`config.mk`:
```
export PLATFORM = sky130hd
export DESIGN_NAME = io_test_sched
export DESIGN_NICKNAME = d
export VERILOG_FILES = /design/src/rtl/io_test_pkg.sv /design/src/rtl/io_test_cnt.sv /design/src/rtl/io_test_sched.sv
export SDC_FILE = /design/constraint.sdc
export NUM_CORES = 1
export LEC_CHECK = 0
export BUFFER_PORTS_ARGS = -buffer_cell sky130_fd_sc_hd__buf_2
export CAP_MARGIN = 25
export CELL_PAD_IN_SITES_DETAIL_PLACEMENT = 1
export CELL_PAD_IN_SITES_GLOBAL_PLACEMENT = 1
export CORE_ASPECT_RATIO = 2
export CORE_UTILIZATION = 39
export CTS_CLUSTER_SIZE = 14
export DETAILED_ROUTE_END_ITERATION = 6
export GPL_ROUTABILITY_DRIVEN = 0
export GPL_TIMING_DRIVEN = 1
export PLACE_DENSITY_LB_ADDON = 0.1
export SYNTH_ARGS = -nofsm -noshare
export SYNTH_HDL_FRONTEND = slang
export SYNTH_SLANG_ARGS = --single-unit
```
`constraint.sdc`:
```
create_clock -name clk -period 4.98 [get_ports clk]
set_clock_uncertainty 0.15 [all_clocks]
set_input_delay 0.498 -clock clk [delete_from_list [all_inputs] [get_ports clk]]
set_output_delay 0.498 -clock clk [all_outputs]
set_load 0.02 [all_outputs]
```
`src/rtl/io_test_pkg.sv`:
```
// -----------------------------------------------------------------------------
// io_test_pkg
// Shared types and constants for the io_test_uart sweep sequencer.
//   state_t    : sequencer FSM states, also exported on the debug state port
//   BAUD_DIV_W : width of one baud divisor table entry / the divisor output
// -----------------------------------------------------------------------------
package io_test_pkg;

    localparam int BAUD_DIV_W = 32;

    typedef enum logic [2:0] {
        IDLE   = 3'd0,
        LOAD   = 3'd1,
        SETTLE = 3'd2,
        RUN    = 3'd3,
        GAP    = 3'd4,
        DONE   = 3'd5
    } state_t;

endpackage

```
`src/rtl/io_test_cnt.sv`:
```
// -----------------------------------------------------------------------------
// io_test_cnt
// Clearable up-counter with a terminal compare. It saturates at all-ones
// instead of wrapping, so an unlimited run never produces a false terminal hit.
// Ports:
//   clk_i, rstn_i : clock, asynchronous active-low reset
//   clr_i         : synchronous clear to 0 (has priority over counting)
//   limit_i       : terminal value; term_o is high while count == limit_i-1
//                   (limit_i == 0 means "no limit", term_o stays low)
//   term_o        : terminal flag, combinational from the counter register
// -----------------------------------------------------------------------------
module io_test_cnt #(
    parameter int W = 32
) (
    input  logic         clk_i,
    input  logic         rstn_i,
    input  logic         clr_i,
    input  logic [W-1:0] limit_i,
    output logic         term_o
);

    logic [W-1:0] count_q;

    always_ff @(posedge clk_i or negedge rstn_i) begin
        if (!rstn_i) begin
            count_q <= '0;
        end else if (clr_i) begin
            count_q <= '0;
        end else if (count_q != '1) begin
            count_q <= count_q + W'(1);
        end
    end

    assign term_o = (limit_i != '0) && (count_q == (limit_i - W'(1)));

endmodule

```
`src/rtl/io_test_sched.sv`:
```
// -----------------------------------------------------------------------------
// io_test_sched
// Steps an io_test_uart loopback test through a table of NUM_BAUD baud
// divisors. For each entry: load the divisor, settle, enable the test until
// ut_state_valid or timeout, record the per-IO result, settle again.
//
// Ports:
//   clk, rstn       : clock, asynchronous active-low reset
//   start           : 1-cycle pulse, begins a sweep from IDLE (ignored otherwise)
//   abort           : returns to IDLE from any state, highest priority
//   baud_tbl        : divisor table, entry i = [32*i +: 32], latched on start
//   timeout         : per-entry run limit in cycles (0 = none), latched on start
//   ut_baud_load    : 1-cycle divisor load strobe to io_test_uart
//   ut_baud_div     : divisor to io_test_uart, held between loads
//   ut_en           : test enable to io_test_uart (high only in RUN)
//   ut_state        : per-IO pass bits from io_test_uart
//   ut_state_valid  : ut_state qualifier, only looked at in RUN
//   busy            : high in every state except IDLE
//   done            : 1-cycle pulse when a sweep completes
//   pass            : all result bits set and no timeout; held until next start
//   result          : captured ut_state per entry
//   timeout_flag    : entry i ran into its timeout
//   cur_idx         : table entry currently being processed
//   dbg_state       : current FSM state, for debug/checkers
//
// Handshake: io_test_uart reports completion with a single-cycle
// ut_state_valid while ut_en is high; the sequencer captures ut_state on that
// cycle and drops ut_en on the very next cycle. There is no back-pressure.
// -----------------------------------------------------------------------------
module io_test_sched
    import io_test_pkg::*;
#(
    parameter int OUTPUT_IO_WIDTH = 2,
    parameter int NUM_BAUD        = 4,
    parameter int SETTLE_CYCLES   = 16
) (
    input  logic                                clk,
    input  logic                                rstn,
    input  logic                                start,
    input  logic                                abort,
    input  logic [NUM_BAUD*BAUD_DIV_W-1:0]      baud_tbl,
    input  logic [31:0]                         timeout,
    output logic                                ut_baud_load,
    output logic [BAUD_DIV_W-1:0]               ut_baud_div,
    output logic                                ut_en,
    input  logic [OUTPUT_IO_WIDTH-1:0]          ut_state,
    input  logic                                ut_state_valid,
    output logic                                busy,
    output logic                                done,
    output logic                                pass,
    output logic [NUM_BAUD*OUTPUT_IO_WIDTH-1:0] result,
    output logic [NUM_BAUD-1:0]                 timeout_flag,
    output logic [$clog2(NUM_BAUD):0]           cur_idx,
    output state_t                              dbg_state
);

    localparam int IDX_W = $clog2(NUM_BAUD) + 1;
    localparam int TBL_W = NUM_BAUD * BAUD_DIV_W;
    localparam int RES_W = NUM_BAUD * OUTPUT_IO_WIDTH;

    // ------------------------------------------------------------------
    // Registers
    // ------------------------------------------------------------------
    state_t                  state_q;
    logic [TBL_W-1:0]        tbl_q;
    logic [31:0]             timeout_q;
    logic [IDX_W-1:0]        cur_idx_q;
    logic [BAUD_DIV_W-1:0]   div_q;
    logic                    load_q;
    logic                    en_q;
    logic                    busy_q;
    logic                    done_q;
    logic                    pass_q;
    logic [RES_W-1:0]        result_q;
    logic [NUM_BAUD-1:0]     flag_q;

    // ------------------------------------------------------------------
    // Shared cycle counter
    // SETTLE and GAP count to SETTLE_CYCLES, RUN counts to the latched
    // timeout. The counter is cleared whenever a counting state is left
    // (and in all non-counting states), so every counting state starts
    // from 0 on its first cycle.
    // ------------------------------------------------------------------
    logic        cnt_clr;
    logic [31:0] cnt_limit;
    logic        cnt_term;
    logic        is_last;
    logic        run_valid;
    logic        run_tmo;
    logic        leave_cnt;
    logic [IDX_W-1:0] idx_nxt;

    assign is_last   = (int'(cur_idx_q) == NUM_BAUD - 1);
    assign idx_nxt   = cur_idx_q + IDX_W'(1);
    assign cnt_limit = (state_q == RUN) ? timeout_q : 32'(SETTLE_CYCLES);

    // In RUN a valid report beats a simultaneous timeout.
    assign run_valid = (state_q == RUN) && ut_state_valid;
    assign run_tmo   = (state_q == RUN) && !ut_state_valid && cnt_term;

    always_comb begin
        leave_cnt = 1'b0;
        unique case (state_q)
            SETTLE:  leave_cnt = cnt_term;
            RUN:     leave_cnt = run_valid || run_tmo;
            GAP:     leave_cnt = cnt_term;
            default: leave_cnt = 1'b0;
        endcase
    end

    assign cnt_clr = !((state_q == SETTLE) || (state_q == RUN) || (state_q == GAP))
                     || leave_cnt || abort;

    io_test_cnt #(
        .W (32)
    ) u_cnt (
        .clk_i   (clk),
        .rstn_i  (rstn),
        .clr_i   (cnt_clr),
        .limit_i (cnt_limit),
        .term_o  (cnt_term)
    );

    // ------------------------------------------------------------------
    // Sequencer FSM with registered outputs
    // Output registers are written on the transition into the state they
    // belong to, so ut_baud_load is high exactly during LOAD and ut_en
    // exactly during RUN; the two can never overlap.
    // ------------------------------------------------------------------
    always_ff @(posedge clk or negedge rstn) begin
        if (!rstn) begin
            state_q   <= IDLE;
            tbl_q     <= '0;
            timeout_q <= '0;
            cur_idx_q <= '0;
            div_q     <= '0;
            load_q    <= 1'b0;
            en_q      <= 1'b0;
            busy_q    <= 1'b0;
            done_q    <= 1'b0;
            pass_q    <= 1'b0;
            result_q  <= '0;
            flag_q    <= '0;
        end else begin
            // Strobes default low every cycle.
            load_q <= 1'b0;
            done_q <= 1'b0;

            if (abort && (state_q != IDLE)) begin
                // Results of completed entries are kept; the sweep as a
                // whole is never reported as passing.
                state_q <= IDLE;
                en_q    <= 1'b0;
                busy_q  <= 1'b0;
                pass_q  <= 1'b0;
            end else begin
                unique case (state_q)
                    IDLE: begin
                        if (start && !abort) begin
                            tbl_q     <= baud_tbl;
                            timeout_q <= timeout;
                            result_q  <= '0;
                            flag_q    <= '0;
                            pass_q    <= 1'b0;
                            cur_idx_q <= '0;
                            // Entry 0 comes straight from the input, the
                            // latched copy is only visible next cycle.
                            div_q     <= baud_tbl[BAUD_DIV_W-1:0];
                            load_q    <= (baud_tbl[BAUD_DIV_W-1:0] != '0);
                            busy_q    <= 1'b1;
                            state_q   <= LOAD;
                        end
                    end

                    LOAD: begin
                        // A zero divisor skips the run entirely; its result
                        // slice and flag stay at their cleared value.
                        state_q <= (div_q != '0) ? SETTLE : GAP;
                    end

                    SETTLE: begin
                        if (cnt_term) begin
                            en_q    <= 1'b1;
                            state_q <= RUN;
                        end
                    end

                    RUN: begin
                        if (run_valid) begin
                            result_q[OUTPUT_IO_WIDTH*int'(cur_idx_q) +: OUTPUT_IO_WIDTH] <= ut_state;
                            en_q    <= 1'b0;
                            state_q <= GAP;
                        end else if (run_tmo) begin
                            result_q[OUTPUT_IO_WIDTH*int'(cur_idx_q) +: OUTPUT_IO_WIDTH] <= '0;
                            flag_q[int'(cur_idx_q) +: 1] <= 1'b1;
                            en_q    <= 1'b0;
                            state_q <= GAP;
                        end
                    end

                    GAP: begin
                        if (cnt_term) begin
                            if (is_last) begin
                                done_q  <= 1'b1;
                                pass_q  <= (&result_q) && !(|flag_q);
                                state_q <= DONE;
                            end else begin
                                cur_idx_q <= idx_nxt;
                                div_q     <= tbl_q[BAUD_DIV_W*int'(idx_nxt) +: BAUD_DIV_W];
                                load_q    <= (tbl_q[BAUD_DIV_W*int'(idx_nxt) +: BAUD_DIV_W] != '0);
                                state_q   <= LOAD;
                            end
                        end
                    end

                    DONE: begin
                        // start seen here is dropped: the sweep has not yet
                        // returned to IDLE.
                        busy_q  <= 1'b0;
                        state_q <= IDLE;
                    end

                    default: begin
                        en_q    <= 1'b0;
                        busy_q  <= 1'b0;
                        state_q <= IDLE;
                    end
                endcase
            end
        end
    end

    // ------------------------------------------------------------------
    // Outputs
    // ------------------------------------------------------------------
    assign ut_baud_load = load_q;
    assign ut_baud_div  = div_q;
    assign ut_en        = en_q;
    assign busy         = busy_q;
    assign done         = done_q;
    assign pass         = pass_q;
    assign result       = result_q;
    assign timeout_flag = flag_q;
    assign cur_idx      = cur_idx_q;
    assign dbg_state    = state_q;

endmodule
```
[Word level (Yosys, flattened, before mapping)]
Index checks and enable logic that the tools add are counted.
Widths: inputs -> output; s select.
Operators by class
  $add $sub $neg: 5
  multiply operators: 0
  div/mod/pow operators: 0
  order comparisons: 0
  equality and inequality tests: 21
  shifts and indexed selects: 6
  muxes and demuxes: 54
  bitwise operators: 1
  reductions and logical operators: 39
Operators by type and width (number)
  $mux 32: 6
  $reduce_bool 32->1: 4
  $shiftx 128x9->32: 1
  $pmux 32 s2: 1
  $mux 3: 11
  $neg 3->33: 1
  $neg 4->33: 1
  $shift 1x33->4 const A: 1
  $shift 2x33->8 const A: 1
  $shiftx 1x33->4 const A: 1
  $shiftx 2x33->8: 1
  $shiftx 2x33->8 const A: 1
  $add 32x1->32 const B: 1
  $eq 32x32->1: 1
  $ne 32x32->1 const B: 1
  $sub 32x1->32 const B: 1
  $mux 8: 3
  $mux 1: 18
  $bwmux 8: 2
  $pmux 8 s2: 1
  $pmux 3 s5: 1
  $mux 4: 3
  $reduce_and 4->1: 3
  $reduce_or 4->1: 3
  other kinds (26): 58
Storage, ports and cells
  flip-flop bits (word level): 247
  latch bits: 0
  RAM bits: 0
  memory bits (read-only): 0
  input port bits: 167
  word-level logic and storage cells: 139
  memories kept: 0

[Logic depth before layout (Yosys ltp)]
  depth in word-level cells: 11
  gate-level depth with buffers: 19
  gate-level depth less buffers: 12

[By module]
From an unflattened synthesis, not the netlist that was laid out.
Second synthesis, totals
  cells, all modules: 1439
  area total of the unflattened synthesis: 12812.3 um^2
By module, submodules not included
  io_test_sched: instances 1, cells each 1080, area an instance 9918.3 um^2
  io_test_cnt: instances 1, cells each 359, area an instance 2894.0 um^2

[Worst setup path after synthesis]
No wires, ideal clock.
  path type: reg-to-reg
  start point: register state_q[1] (netlist: dbg_state[1])
  end point: register div_q[0] (netlist: ut_baud_div[0])
  arrival time: 4826 ps
  data required time: 4705 ps
  setup slack: -121 ps
  cell stages (with the launch flop): 20
  path buffers: 7
  period minus slack after synthesis: 5101 ps
  path through: dfrtp_1 -> clkbuf_1 -> and3b_1 -> clkbuf_1 -> buf_1 -> clkbuf_1 -> nand2_1 -> ha_1 -> or4b_4 -> buf_6 -> or4_4 -> buf_6 -> or4b_4 -> nand3_2 -> nand4b_4 -> nor4_4 -> nand4_2 -> nand2_4 -> buf_12 -> mux2_4
Between the ends
  longest elaborated chain between the ends: 7
  elaborated cells between the ends (all ways): 17
  those cells by class: 1 x add/sub; 6 x eq/ne; 2 x mux; 1 x bitwise; 7 x reduce/logical
Ends and longest elaborated chain
  start: declaration: RTL line io_test_sched.sv:64  | state_t state_q;
  start signal: assignment: RTL line io_test_sched.sv:178  | state_q <= (div_q != '0) ? SETTLE : GAP;
  $eq 3x2->1: RTL line io_test_sched.sv:95  | assign cnt_limit = (state_q == RUN) ? timeout_q : 32'(SETTLE_CYCLES);
  $mux 32: RTL line io_test_sched.sv:95
  $sub 32x1->32: RTL line io_test_cnt.sv:34  | assign term_o = (limit_i != '0) && (count_q == (limit_i - W'(1)));
  $eq 32x32->1: RTL line io_test_cnt.sv:34
  $logic_and 1x1->1: RTL line io_test_cnt.sv:34
  $ne 2x2->1 (no line)
  $reduce_and 5->1 (no line)
  end signal: assignment: RTL line io_test_sched.sv:168  | div_q <= baud_tbl[BAUD_DIV_W-1:0];
  end signal: assignment: RTL line io_test_sched.sv:209  | div_q <= tbl_q[BAUD_DIV_W*int'(idx_nxt) +: BAUD_DIV_W];
  end: declaration: RTL line io_test_sched.sv:68  | logic [BAUD_DIV_W-1:0] div_q;
Parallel ways exist; a longest one is shown, timed or not.
A chain may end at the register's enable or synchronous reset.

[Worst setup path after layout]
  start point: register state_q[2] (netlist: dbg_state[2])
  end point: register cur_idx_q[1] (netlist: cur_idx[1])
Between the ends
  longest elaborated chain between the ends: 7
  elaborated cells between the ends (all ways): 17
  those cells by class: 1 x add/sub; 6 x eq/ne; 2 x mux; 1 x bitwise; 7 x reduce/logical
Ends and longest elaborated chain
  $eq 3x2->1: RTL line io_test_sched.sv:95
  $mux 32: RTL line io_test_sched.sv:95
  $sub 32x1->32: RTL line io_test_cnt.sv:34
  $eq 32x32->1: RTL line io_test_cnt.sv:34
  $logic_and 1x1->1: RTL line io_test_cnt.sv:34
  $ne 2x2->1 (no line)
  $reduce_and 5->1 (no line)
  end signal: assignment: RTL line io_test_sched.sv:208  | cur_idx_q <= idx_nxt;
  end: declaration: RTL line io_test_sched.sv:67  | logic [IDX_W-1:0] cur_idx_q;
Parallel ways exist; a longest one is shown, timed or not.

==> flow_summary.toml <==
[finish]
synthToLayoutAreaGrowth_pct = 24.7
fin_nets = 2050
drive_gt1_frac = 0.207
fin_util = 0.496

[sta]
fin_crit_ns = 4.79
finalCritPeriodShare = 0.961
fin_setup_tns_ns = 0
timing.fmax_ghz = 0.209
setup-violations-final = 0
rsz0062_at_grt = "false"
slew_viol_final = 0
slew_headroom = 0.303
tightestPinTransition_ns = 1.04
finalHoldViolCount = 0

[detailed_routing]
drtIter0Drc = 568
via_per_inst = 5.62
dr_total_vias = 13145
first_pass_iters = 4
drt-total-wl_um = 53300
wire_per_inst_um = 22.8
drc = 0
final_antenna_net_count = 0

[critical_path]
crit_path_top_delay_cell = "or4_1"
start_kind = "register"
r2r_start = "dbg_state[2]$_DFFE_PN0P_"
cp.required_ns = 5.34
endpoint_kind = "register"
path_buf_inv = 0
cp-startpoint = "dbg_state[2]$_DFFE_PN0P_"
cp_max_fo = 12
path_class = "reg -> reg"
crit_chain = "and3b_1 -> nand2_1 -> ha_1 -> or4b_4 -> or4_1 -> nor4_1 -> mux2_2 -> nor4b_1 -> nand4_1 -> nor4b_4 -> nor3b_1 -> a211o_1"
cpLargestDelayFamily = "simple AND/OR/NAND/NOR gates"
r2r_slack_ns = 0.19
arrival_ns = 5.14
slowest_delay_ns = 0.63

[grt]
grt_max_degree = 141
grt.overflow.total = 0
grt_pass1_wl_um = 81800
grt_pass1_vias = 14489
antenna_found_initial = 2
grtUsageTotal = 0.298

[die]
rows = 97
core_region_area_um2 = 35100
dieHeight_um = 269
initial_core_util = 0.398
dieWidth_um = 136
dieArea_um2 = 36600
top_level_ports = 222

[synthesis]
ys_seq_elements = 247
synth_ff_type = "dfrtp_1"
yosysUniqueCellTypes = 81
synth_edf_count = 0
syn_area_per_cell_um2 = 8.75
syn-num-nets = 1768
synth_warnings = 0
syn_area_um2 = 13900
synth_cells = 1593
yosysSeqAreaShare = 0.443
synthArstFlopShare = 1.00

[clocking]
cts_made_buffers = 26
clock_latency_ns = 0.56
cts_root_buffer = "clkbuf_16"
cts.sinks = 247
clkSlewWorstSetupHoldPaths_ns = 0.07
cts_tree = "yes"
htree_levels = 1
clockBufferDepth = 3

[place]
port_buffers = 221
post-dp-hpwl_um = 39100

[status]
status = "finished clean"

[min_path]
min_path_type = "in -> reg"
hp-start = "baud_tbl[40]"

[power]
powerDensity_nw_per_um2 = 352
p_clk_frac = 0.338
p_sw_frac = 0.324
p_comb_frac = 0.223
p_int_uw = 4130
irDropWorstVdd_v = 0.000287
p_sw_uw = 1980
p_seq_frac = 0.439
p_leak_uw = 0.00811

[flow_run]
drv_cap = 0
==> Yosys cell counts (26+ instances only) <==
master,instances,area share
nor4_1,39,0.017
o21ai_0,58,0.021
dfrtp_1,247,0.44
nor2_1,88,0.024
xnor2_1,34,0.021
nand3_1,31,0.011
nor3_1,26,0.0093
clkbuf_1,85,0.023
mux4_2,32,0.052
nand2_1,590,0.16
nand4_1,29,0.013
mux2_4,29,0.031
==> sequential cells by signal, indices dropped and copies added, names as in the netlist, 3 cells and up <==
signal,flops
u_cnt.count_q,32
tbl_q,128
dbg_state,3
timeout_flag,4
ut_baud_div,32
cur_idx,3
timeout_q,32
result,8
==> worst paths after layout <==
check / endpoint / cells after the start
worst max-delay path: cur_idx[1]$_DFFE_PN0P_ / 12
worst min-delay path: tbl_q[40]$_DFFE_PN0P_ / 3
worst max register to register: cur_idx[1]$_DFFE_PN0P_ / 12
worst min register to register: tbl_q[119]$_DFFE_PN0P_ / 2
max in group asynchronous: tbl_q[93]$_DFFE_PN0P_ / 3
min in group asynchronous: timeout_q[21]$_DFFE_PN0P_ / 2
==> power by group through the flow <==
stage | clock (uW) | sequential, uW | combinational [uW]
2_1_floorplan | 0 | 2660 | 763
3_5_place_dp | 0 | 2710 | 1300
6_report | 2060 | 2690 | 1360
4_1_cts | 2110 | 2680 | 1370
3_3_place_gp | 0 | 2690 | 1260
5_1_grt | 2170 | 2730 | 1500
==> metal layers <==
metal / vias to the layer above / wire [um] / global-route usage
met3: 174 / 2360 / 0.0494
met1: 6575 / 17400 / 0.280
met4: 0 / 4010 / 0.210
met2: 373 / 29500 / 0.563
met5: - / 0 / 0
li1: 6023 / - / -
==> layout make-up <==
cell class                 count  area, um2
tap                          445        557
antenna                        2       5.00
clock inverter                 8       97.6
timing repair buffer         357       2410
multi-input combinational   1224       7260
clock buffer                  38        797
sequential                   247       6180
inverter                      19       71.3
fill                        4110      17700
==> layout by cell type (no fill, tap or decap), drive strengths merged, types with 17 or more instances in the layout <==
master / instances
xnor2: 34
nor3: 27
nor2: 88
clkbuf: 38
nor4: 43
inv: 19
o21ai: 59
dfrtp: 247
nand2: 591
nand4: 30
buf: 252
dlygate4sd3: 105
or4: 22
o211ai: 18
mux2: 34
mux4: 32
xor2: 17
nand3: 33
==> worst reg2reg max path, cell delays in order, from the launching register on <==
cell	delay (ns)
dfrtp_1	0.39
and3b_1	0.24
nand2_1	0.12
ha_1	0.18
or4b_4	0.57
or4_1	0.64
nor4_1	0.23
mux2_2	0.38
nor4b_1	0.63
nand4_1	0.40
nor4b_4	0.44
nor3b_1	0.25
a211o_1	0.13
==> stage by stage <==
stage | hold slack [ns] | worst slack (ns) | instances | total power, uW | cell area [um2]
CTS | 0.00336 | 0.243 | 2338 | 6160 | 17400
global placement | 0.304 | 0.337 | 2187 | 3950 | 15400
detailed placement | 0.312 | 0.252 | 2187 | 4010 | 15400
global route | 0.0209 | 0.0356 | 2340 | 6400 | 17400
floorplan | 0.0524 | 0.00189 | 1593 | 3420 | 14000
finish | 0.00539 | 0.194 | 2340 | 6110 | 17400
==> logic make-up (layout without fill, tap and decap cells) <==
kind of cell / Yosys count / in the layout / share of synthesized area
AND/OR/NAND/NOR: 928 / 928 / 0.307
XOR/XNOR: 52 / 52 / 0.0337
adder cells (fa/ha/maj): 8 / 8 / 0.00718
buffers and inverters: 122 / 422 / 0.0385
multiplexers: 76 / 76 / 0.0941
AO/OA/AOI/OAI: 160 / 160 / 0.0764
other: 0 / 2 / 0
flip-flops: 247 / 247 / 0.443
==> timing repair <==
action	CTS	global route
resized for setup	0	1
setup buffers	0	0
endpoints found under the setup margin	0	5
endpoints found under the hold margin	214	0
hold buffers	105	0
No activity file was read; power rests on OpenSTA's default activity.
